[config.mk]
export PLATFORM = sky130hd
export DESIGN_NAME = sprite_motion_ctrl
export DESIGN_NICKNAME = d
export VERILOG_FILES = /design/src/rtl/sprite_pkg.sv /design/src/rtl/sprite_motion_ctrl_axis.sv /design/src/rtl/sprite_motion_ctrl.sv
export SDC_FILE = /design/constraint.sdc
export NUM_CORES = 1
export LEC_CHECK = 0
export BUFFER_PORTS_ARGS = -buffer_cell sky130_fd_sc_hd__clkbuf_2
export CAP_MARGIN = 20
export CORE_MARGIN = 10
export CORE_UTILIZATION = 40
export CTS_BUF_LIST = sky130_fd_sc_hd__clkbuf_16
export CTS_CLUSTER_SIZE = 24
export DETAILED_ROUTE_END_ITERATION = 8
export GPL_TIMING_DRIVEN = 0
export SYNTH_ARGS = -nofsm -noshare
export SYNTH_HDL_FRONTEND = slang
export SYNTH_HIERARCHICAL = 1
export SYNTH_SLANG_ARGS = --single-unit
[constraint.sdc]
create_clock -name i_clk -period 4.57 [get_ports i_clk]
set_input_delay 0.6855 -clock i_clk [delete_from_list [all_inputs] [get_ports i_clk]]
set_output_delay 0.6855 -clock i_clk [all_outputs]
set_load 0.05 [all_outputs]
[src/rtl/sprite_pkg.sv]
// -----------------------------------------------------------------------------
// sprite_pkg
// Shared definitions for the sprite motion sequencer: default screen and
// sprite geometry, the sequencer state type and the direction type.
// -----------------------------------------------------------------------------
package sprite_pkg;

   localparam int unsigned SCREEN_W = 1280;
   localparam int unsigned SCREEN_H = 720;
   localparam int unsigned SPRITE_W = 512;
   localparam int unsigned SPRITE_H = 64;

   // Explicit encodings keep the state register layout identical to the
   // legacy localparam constants.
   typedef enum logic [1:0] {
      IDLE   = 2'd0,
      CALC_X = 2'd1,
      CALC_Y = 2'd2,
      COMMIT = 2'd3
   } state_t;

   typedef enum logic {
      DIR_NEG = 1'b0,
      DIR_POS = 1'b1
   } dir_t;

endpackage

[src/rtl/sprite_motion_ctrl_axis.sv]
// -----------------------------------------------------------------------------
// sprite_axis_step
// Combinational single-axis motion step with edge bounce.
// Ports:
//   i_pos       current position
//   i_dir       current direction (DIR_POS = increasing)
//   i_speed     step in pixels
//   i_max       largest legal position on this axis
//   o_next_pos  position after the step (clamped to 0 / i_max)
//   o_next_dir  direction after the step (flipped on bounce)
//   o_bounced   the step hit an edge and reversed
// -----------------------------------------------------------------------------
module sprite_axis_step
   import sprite_pkg::*;
(
   input  logic [15:0] i_pos,
   input  dir_t        i_dir,
   input  logic [3:0]  i_speed,
   input  logic [15:0] i_max,
   output logic [15:0] o_next_pos,
   output dir_t        o_next_dir,
   output logic        o_bounced
);

   // 17-bit sum so an overshoot past i_max can never wrap.
   logic [16:0] w_sum;
   assign w_sum = {1'b0, i_pos} + {13'd0, i_speed};

   always_comb begin
      o_next_pos = i_pos;
      o_next_dir = i_dir;
      o_bounced  = 1'b0;
      if (i_dir == DIR_POS) begin
         // Landing exactly on i_max is a plain move; only overshoot bounces.
         // A start position already beyond i_max also takes this path.
         if (w_sum > {1'b0, i_max}) begin
            o_next_pos = i_max;
            o_next_dir = DIR_NEG;
            o_bounced  = 1'b1;
         end else begin
            o_next_pos = w_sum[15:0];
         end
      end else begin
         if (i_pos < {12'd0, i_speed}) begin
            o_next_pos = '0;
            o_next_dir = DIR_POS;
            o_bounced  = 1'b1;
         end else begin
            o_next_pos = i_pos - {12'd0, i_speed};
         end
      end
   end

endmodule

[src/rtl/sprite_motion_ctrl.sv]
// -----------------------------------------------------------------------------
// sprite_motion_ctrl
// Per-frame motion sequencer. On each rising edge of i_v_sync (while enabled)
// the sprite position is stepped once, X then Y through one shared axis
// stepper, and committed atomically three clocks after the edge is sampled.
// Optional build macro: SPRITE_HIT_COUNT_EN enables the hit-frame counter;
// without it o_hit_frames is held at zero.
// Ports:
//   i_clk, i_rst_n       pixel clock, asynchronous active-low reset
//   i_v_sync             vertical sync (synchronous to i_clk)
//   i_enable             motion enable, sampled in IDLE
//   i_speed_x/_y         per-frame step, sampled in CALC_X / CALC_Y
//   i_sprite_hit         per-pixel opaque hit from the compositor
//   o_sprite_x/_y        committed sprite position
//   o_dir_x/_y           committed direction (1 = increasing)
//   o_bounce             one-clock pulse after a commit that bounced
//   o_hit_frames         saturating count of frames containing a hit
// -----------------------------------------------------------------------------
module sprite_motion_ctrl
   import sprite_pkg::*;
#(
   parameter int unsigned SCREEN_W = sprite_pkg::SCREEN_W,
   parameter int unsigned SCREEN_H = sprite_pkg::SCREEN_H,
   parameter int unsigned SPRITE_W = sprite_pkg::SPRITE_W,
   parameter int unsigned SPRITE_H = sprite_pkg::SPRITE_H,
   parameter int unsigned INIT_X   = 128,
   parameter int unsigned INIT_Y   = 20
)(
   input  logic        i_clk,
   input  logic        i_rst_n,
   input  logic        i_v_sync,
   input  logic        i_enable,
   input  logic [3:0]  i_speed_x,
   input  logic [3:0]  i_speed_y,
   input  logic        i_sprite_hit,
   output logic [15:0] o_sprite_x,
   output logic [15:0] o_sprite_y,
   output logic        o_dir_x,
   output logic        o_dir_y,
   output logic        o_bounce,
   output logic [7:0]  o_hit_frames
);

   localparam logic [15:0] MAX_X = 16'(SCREEN_W - SPRITE_W);
   localparam logic [15:0] MAX_Y = 16'(SCREEN_H - SPRITE_H);

   state_t      r_state;
   logic        r_v_sync_q;
   logic [15:0] r_x, r_y, r_nx, r_ny;
   dir_t        r_dir_x, r_dir_y, r_ndx, r_ndy;
   logic        r_bx, r_by, r_bounce;

   logic        w_rise;
   logic [15:0] w_pos, w_max, w_next_pos;
   logic [3:0]  w_speed;
   dir_t        w_dir, w_next_dir;
   logic        w_bounced;

   assign w_rise = i_v_sync & ~r_v_sync_q;

   // Shared stepper serves X in CALC_X and Y in CALC_Y.
   assign w_pos   = (r_state == CALC_Y) ? r_y       : r_x;
   assign w_dir   = (r_state == CALC_Y) ? r_dir_y   : r_dir_x;
   assign w_speed = (r_state == CALC_Y) ? i_speed_y : i_speed_x;
   assign w_max   = (r_state == CALC_Y) ? MAX_Y     : MAX_X;

   sprite_axis_step u_axis (
      .i_pos      (w_pos),
      .i_dir      (w_dir),
      .i_speed    (w_speed),
      .i_max      (w_max),
      .o_next_pos (w_next_pos),
      .o_next_dir (w_next_dir),
      .o_bounced  (w_bounced)
   );

   always_ff @(posedge i_clk or negedge i_rst_n) begin
      if (!i_rst_n) begin
         r_state    <= IDLE;
         r_v_sync_q <= 1'b0;
         r_x        <= 16'(INIT_X);
         r_y        <= 16'(INIT_Y);
         r_dir_x    <= DIR_POS;
         r_dir_y    <= DIR_POS;
         r_nx       <= '0;
         r_ny       <= '0;
         r_ndx      <= DIR_POS;
         r_ndy      <= DIR_POS;
         r_bx       <= 1'b0;
         r_by       <= 1'b0;
         r_bounce   <= 1'b0;
      end else begin
         r_v_sync_q <= i_v_sync;
         r_bounce   <= 1'b0;
         case (r_state)
            IDLE: begin
               if (w_rise && i_enable) r_state <= CALC_X;
            end
            CALC_X: begin
               r_nx    <= w_next_pos;
               r_ndx   <= w_next_dir;
               r_bx    <= w_bounced;
               r_state <= CALC_Y;
            end
            CALC_Y: begin
               r_ny    <= w_next_pos;
               r_ndy   <= w_next_dir;
               r_by    <= w_bounced;
               r_state <= COMMIT;
            end
            COMMIT: begin
               r_x      <= r_nx;
               r_y      <= r_ny;
               r_dir_x  <= r_ndx;
               r_dir_y  <= r_ndy;
               r_bounce <= r_bx | r_by;
               r_state  <= IDLE;
            end
            default: r_state <= IDLE;
         endcase
      end
   end

   assign o_sprite_x = r_x;
   assign o_sprite_y = r_y;
   assign o_dir_x    = r_dir_x;
   assign o_dir_y    = r_dir_y;
   assign o_bounce   = r_bounce;

`ifdef SPRITE_HIT_COUNT_EN
   logic       r_hit_seen;
   logic [7:0] r_hit_frames;
   logic       w_frame_end;

   // A frame closes at COMMIT, or at a sync rise that motion ignores because
   // i_enable is low, so counting does not depend on motion being enabled.
   assign w_frame_end = (r_state == COMMIT) ||
                        ((r_state == IDLE) && w_rise && !i_enable);

   always_ff @(posedge i_clk or negedge i_rst_n) begin
      if (!i_rst_n) begin
         r_hit_seen   <= 1'b0;
         r_hit_frames <= '0;
      end else if (w_frame_end) begin
         if (r_hit_seen && (r_hit_frames != 8'hFF))
            r_hit_frames <= r_hit_frames + 8'd1;
         r_hit_seen <= i_sprite_hit;
      end else begin
         r_hit_seen <= r_hit_seen | i_sprite_hit;
      end
   end

   assign o_hit_frames = r_hit_frames;
`else
   logic w_unused_hit;
   assign w_unused_hit = i_sprite_hit;
   assign o_hit_frames = '0;
`endif

endmodule
* After elaboration in Yosys (flattened, before gate mapping) *
Index checks and enable logic that the tools add are counted.

word-level totals
  memories kept = 0
  register bits = 74
  logic and storage cells = 41
  input bits = 13
  output and inout port bits = 43
  bits in latches = 0
  bits in read-only memories = 0
  bits in writable memories = 0

operators by class
  equality and inequality tests = 4
  multiply operators = 0
  bitwise logic cells = 3
  div/mod/pow operators = 0
  shifts and indexed selects = 0
  mux-type cells = 15
  reductions and logical operators = 2
  add/sub/neg operators = 2
  $lt $le $gt $ge = 2

operator list
  operator                                                                number
  16-bit two-way mux                                                      4
  16-bit by 4-bit adder with 17-bit output                                1
  17-bit by 10-bit greater-than comparator with 1-bit output              1
  16-bit by 4-bit less-than comparator with 1-bit output                  1
  16-bit by 4-bit subtractor with 16-bit output                           1
  9-bit two-way mux                                                       1
  2-bit case mux with 4 select lines                                      1
  1-bit two-way mux                                                       7
  2-bit equality test (second input constant)                             2
  4-bit two-way mux                                                       1
  2-bit by 1-bit equality test with 1-bit output (second input constant)  1
  2-bit logical NOT                                                       1
  2-bit two-way mux                                                       1
  2-bit != test (second input constant)                                   1
  1-bit AND                                                               1
  1-bit logical AND                                                       1
  1-bit NOT                                                               1
  1-bit OR                                                                1

* Logic depth before layout (Yosys ltp) *
  word-level depth = 6
  mapped depth = 21
  mapped depth without buffers = 18

* Modules after synthesis *
Netlist, hierarchy kept.

modules (own cells, without submodules)
  module              cells an instance  area each (um^2)  instances  sequential area each (um^2)
  sprite_motion_ctrl  200                3510.9            1          1860.5
  sprite_axis_step    238                1655.3            1          0.0

* Worst setup path after synthesis *
Ideal clock, no wire load.

  path kind = register -> register
  start = register r_state[0]
  end = register r_nx[14]
  period minus slack after synthesis = 4.689 ns
  cell stages (with the launch flop) = 21
  data arrival time = 4.624 ns
  library setup time = 0.065 ns
  data required time = 4.505 ns
  path slack = -0.119 ns
  path buffers = 4
  path through = dfrtp_1 > inv_1 > ha_1 > buf_6 > buf_6 > mux2_4 > ha_1 > clkbuf_1 > nor3b_1 > o21ai_0 > a2111oi_0 > xor2_1 > ha_1 > nand3_1 > nor3_1 > a2111o_1 > o211ai_2 > buf_2 > nand2_1 > a311oi_1 > mux2_4

between the ends
  elaborated cells between the ends (all ways) = 13
  those cells by class = add/sub (2); order compare (2); eq/ne (2); mux (7)

RTL lines
  element                                                     RTL line                       text
  start: declaration                                          sprite_motion_ctrl.sv:47       state_t r_state;
  start signal: assignment                                    sprite_motion_ctrl.sv:79       r_state <= IDLE;
  start signal: assignment                                    sprite_motion_ctrl.sv:97       if (w_rise && i_enable) r_state <= CALC_X;
  start signal: assignment                                    sprite_motion_ctrl.sv:103      r_state <= CALC_Y;
  2-bit equality test                                         sprite_motion_ctrl.sv:65       assign w_max = (r_state == CALC_Y) ? MAX_Y : MAX_X;
  9-bit two-way mux                                           sprite_motion_ctrl.sv:65
  net w_max[4]                                                sprite_motion_ctrl.sv:54       logic [15:0] w_pos, w_max, w_next_pos;
  17-bit by 10-bit greater-than comparator with 1-bit output  sprite_motion_ctrl_axis.sv:36  if (w_sum > {1'b0, i_max}) begin
  16-bit two-way mux                                          sprite_motion_ctrl_axis.sv:36
  16-bit two-way mux                                          sprite_motion_ctrl_axis.sv:33  if (i_dir == DIR_POS) begin
  net w_next_pos[14]                                          sprite_motion_ctrl.sv:54
  end signal: assignment                                      sprite_motion_ctrl.sv:100      r_nx <= w_next_pos;
  end: declaration                                            sprite_motion_ctrl.sv:49       logic [15:0] r_x, r_y, r_nx, r_ny;

The timed path passes the listed nets, and every way through them passes these cells.
A chain may end at the register's enable or synchronous reset.

* Worst setup path after layout *
  start = register r_state[0]
  end = register r_nx[5]

The elaborated chain is that of the path after synthesis.

==> impl_metrics.csv <==
group,metric,value,unit
yosys,yosysTopAreaCell,"dfrtp_1",
floorplanning,die-area,17900,sq um
global_routing,grt.total_usage,15.4,%
setup_path,rr_startpoint,"r_state[0]",
yosys,ys_ff_latch,74,
yosys,yosysSeqAreaShare,36.0,%
status,status,"completed",
timing,finClkSkew,0.00793,ns
timing,post-route-period-util,96.8,%
yosys,synthFlopType,"dfrtp_1",
timing,max_freq,0.226,GHz
final_layout,area_growth,30.9,%
setup_path,crit_end,"r_nx[5]",
final_layout,drive_above_1_share,50.1,%
global_routing,grt_pass1_vias,4042,
yosys,ys_top_cells_by_area,"dfrtp_1, mux2_4, ha_1, dfstp_2, mux2_2",
final_layout,fin_nets,594,
yosys,ys_types,61,
global_routing,overflow,0,
clock_network,hold_buffers,0,
setup_path,crit_required,4.85,ns
floorplanning,die_w,134,um
min_path,hold_path_class,"in2async",
final_layout,post-route-util,53.6,%
global_routing,grt_max_degree,53,
clock_network,clkLatencyLatePin,0.34,ns
timing,slew_headroom,43.5,%
run,cap_violations,0,
routing,vias,3816,
floorplanning,core,12600,sq um
clock_network,clkSinkCount,74,
routing,viasPerCell,5.25,
timing,setup_viol,0,
timing,fin_crit,4.42,ns
yosys,synth_area,5170,sq um
floorplanning,io_pins,56,
clock_network,root_buffer,"clkbuf_16",
clock_network,cts_made_buffers,9,
clock_network,cts_tree,"done",
final_layout,antenna_cells,0,
routing,routedWlPerCell,18.6,um
routing,drc,0,
setup_path,startpoint_type,"flop",
routing,drtPass1Iterations,4,
setup_path,worstPathMaxFanout,8,
floorplanning,dieHeight,134,um
setup_path,r2r-end,"r_nx[5]",
routing,postRouteAntennaNets,0,
setup_path,crit_start,"r_state[0]",
yosys,synthCells,438,
setup_path,arrival,4.70,ns
setup_path,r2r_setup_slack,0.15,ns
routing,drt-initial-drc-count,129,
global_routing,antenna_found_initial,0,
clock_network,htree_levels,3,
yosys,synth_most_common_cell,"mux2_4",
clock_network,clock_path_buffers,2,
yosys,synthArstFlopShare,100,%
setup_path,rr_worst_depth,21,
timing,slew_violations,0,
clock_network,path_clk_slew,0.07,ns
placement,dp_hpwl,9720,um
placement,port_buffers,46,
yosys,synth_top_area_share,32.5,%
yosys,yosys-top-cells-count,"mux2_4, dfrtp_1, ha_1, inv_1, nor3_1",
routing,drt_wl_total,13500,um
floorplanning,start_util,40.9,%
timing,worst_pin_slew,0.844,ns
floorplanning,rows,41,
yosys,ys_warn_count,6,
timing,finalHoldViolCount,0,
setup_path,end_kind,"flop",
yosys,syn_avg_cell_area,11.8,sq um
placement,place.gp.congestion,0.896,
yosys,synth_edf_count,0,
setup_path,crit_type,"reg2reg",
global_routing,grt_pass1_wl,22200,um
[sequential cells by signal, summed over array words and instances, names as in the netlist]
| signal | cells |
|---|---|
| r_ndy | 1 |
| o_sprite_y | 16 |
| o_dir_x | 1 |
| r_ndx | 1 |
| r_v_sync_q | 1 |
| r_bx | 1 |
| r_ny | 16 |
| r_state | 2 |
| r_nx | 16 |
| r_by | 1 |
| o_sprite_x | 16 |
| o_dir_y | 1 |
| o_bounce | 1 |
[worst min path at each step]
stage / endpoint / cells after the start
2_1_floorplan: o_bounce / 0
3_3_place_gp: o_bounce / 1
3_5_place_dp: o_bounce / 1
4_1_cts: o_sprite_x[4] / 1
5_1_grt: o_sprite_x[4] / 1
6_report: r_ny[5] / 1
[what timing repair did]
| action | in CTS | in global routing |
|---|---|---|
| gates resized for setup | 60 | 24 |
| buffers inserted | 21 | 11 |
| pin swaps | 21 | 26 |
| cloned | 2 | 0 |
| endpoints found under the setup margin | 36 | 36 |
[cell usage in the layout (no fill, tap or decap), types with 5 or more instances in the layout]
master	netlist	layout
nand2_1	15	15
conb_1	2	26
xnor2_1	10	8
nor2_1	15	13
ha_4	0	5
nand4_1	10	10
mux2_4	77	78
mux2_2	15	14
a21oi_1	15	10
dfstp_2	7	7
ha_1	29	24
xor2_1	12	9
nand3_1	8	6
clkbuf_2	0	45
clkbuf_16	0	9
buf_4	9	38
nor3_1	18	13
dfrtp_1	67	67
buf_6	9	9
inv_1	29	26
buf_12	3	7
[per-stage QoR]
step | instances | hold WS, ns | setup TNS, ns | cell area (sq um) | setup slack (ns)
3_3_place_gp | 680 | 0.460 | -27.06 | 5710 | -1.12
6_report | 727 | 0.276 | 0 | 6760 | 0.148
4_1_cts | 719 | 0.281 | 0 | 6570 | 0.0137
2_1_floorplan | 462 | 0.390 | 0 | 5270 | 0.000812
3_5_place_dp | 681 | 0.482 | -31.56 | 5740 | -1.24
5_1_grt | 727 | 0.304 | -0.316 | 6760 | -0.0413
[cell families (layout without fill, tap and decap cells)]
| logic type | after synthesis | after routing | share of synthesized area [%] |
|---|---|---|---|
| adders and majority gates | 31 | 31 | 7.80 |
| other | 2 | 26 | 0.145 |
| muxes | 94 | 94 | 26.0 |
| buffers and inverters | 62 | 155 | 7.73 |
| xor gates and xnor gates | 22 | 22 | 3.73 |
| and+or+nand+nor | 89 | 89 | 9.42 |
| DFF | 74 | 74 | 36.0 |
| AOI/OAI and AO/OA | 64 | 64 | 9.13 |
[area by class of cell]
type | instances | area (sq um)
fill | 1115 | 5860
multi-input combinational | 326 | 3390
sequential | 74 | 1860
timing repair buffer | 81 | 564
buffer | 29 | 300
clock buffer | 9 | 225
tap | 172 | 215
inverter | 29 | 109
clock inverter | 7 | 98.8
[layer usage]
metal  GRT usage, %  share of wire, %  vias to the layer above
met5              0                 0                        -
met4           5.56               2.2                        0
met3           3.53               5.3                       28
met2           25.6                48                      101
met1           19.1                45                     1906
li1               -                 -                     1781
[critical path, stage by stage, from the launching register on]
cell and delay, ns:
dfrtp_1 0.38, inv_2 0.08, ha_4 0.21, buf_12 0.13, mux2_4 0.31, inv_1 0.10
ha_4 0.24, nor3b_4 0.22, o21ai_4 0.13, buf_4 0.17, a21oi_2 0.13, xor2_1 0.20
ha_1 0.29, nand4_1 0.14, nor3_1 0.07, a2111o_1 0.46, o211ai_4 0.22, buf_12 0.15
buf_4 0.11, a21oi_2 0.06, o32ai_2 0.35, mux2_4 0.21
Power is left out: the tool's default activity adds up to more than one toggle a clock period on the data nets, which glitch-free logic cannot reach.
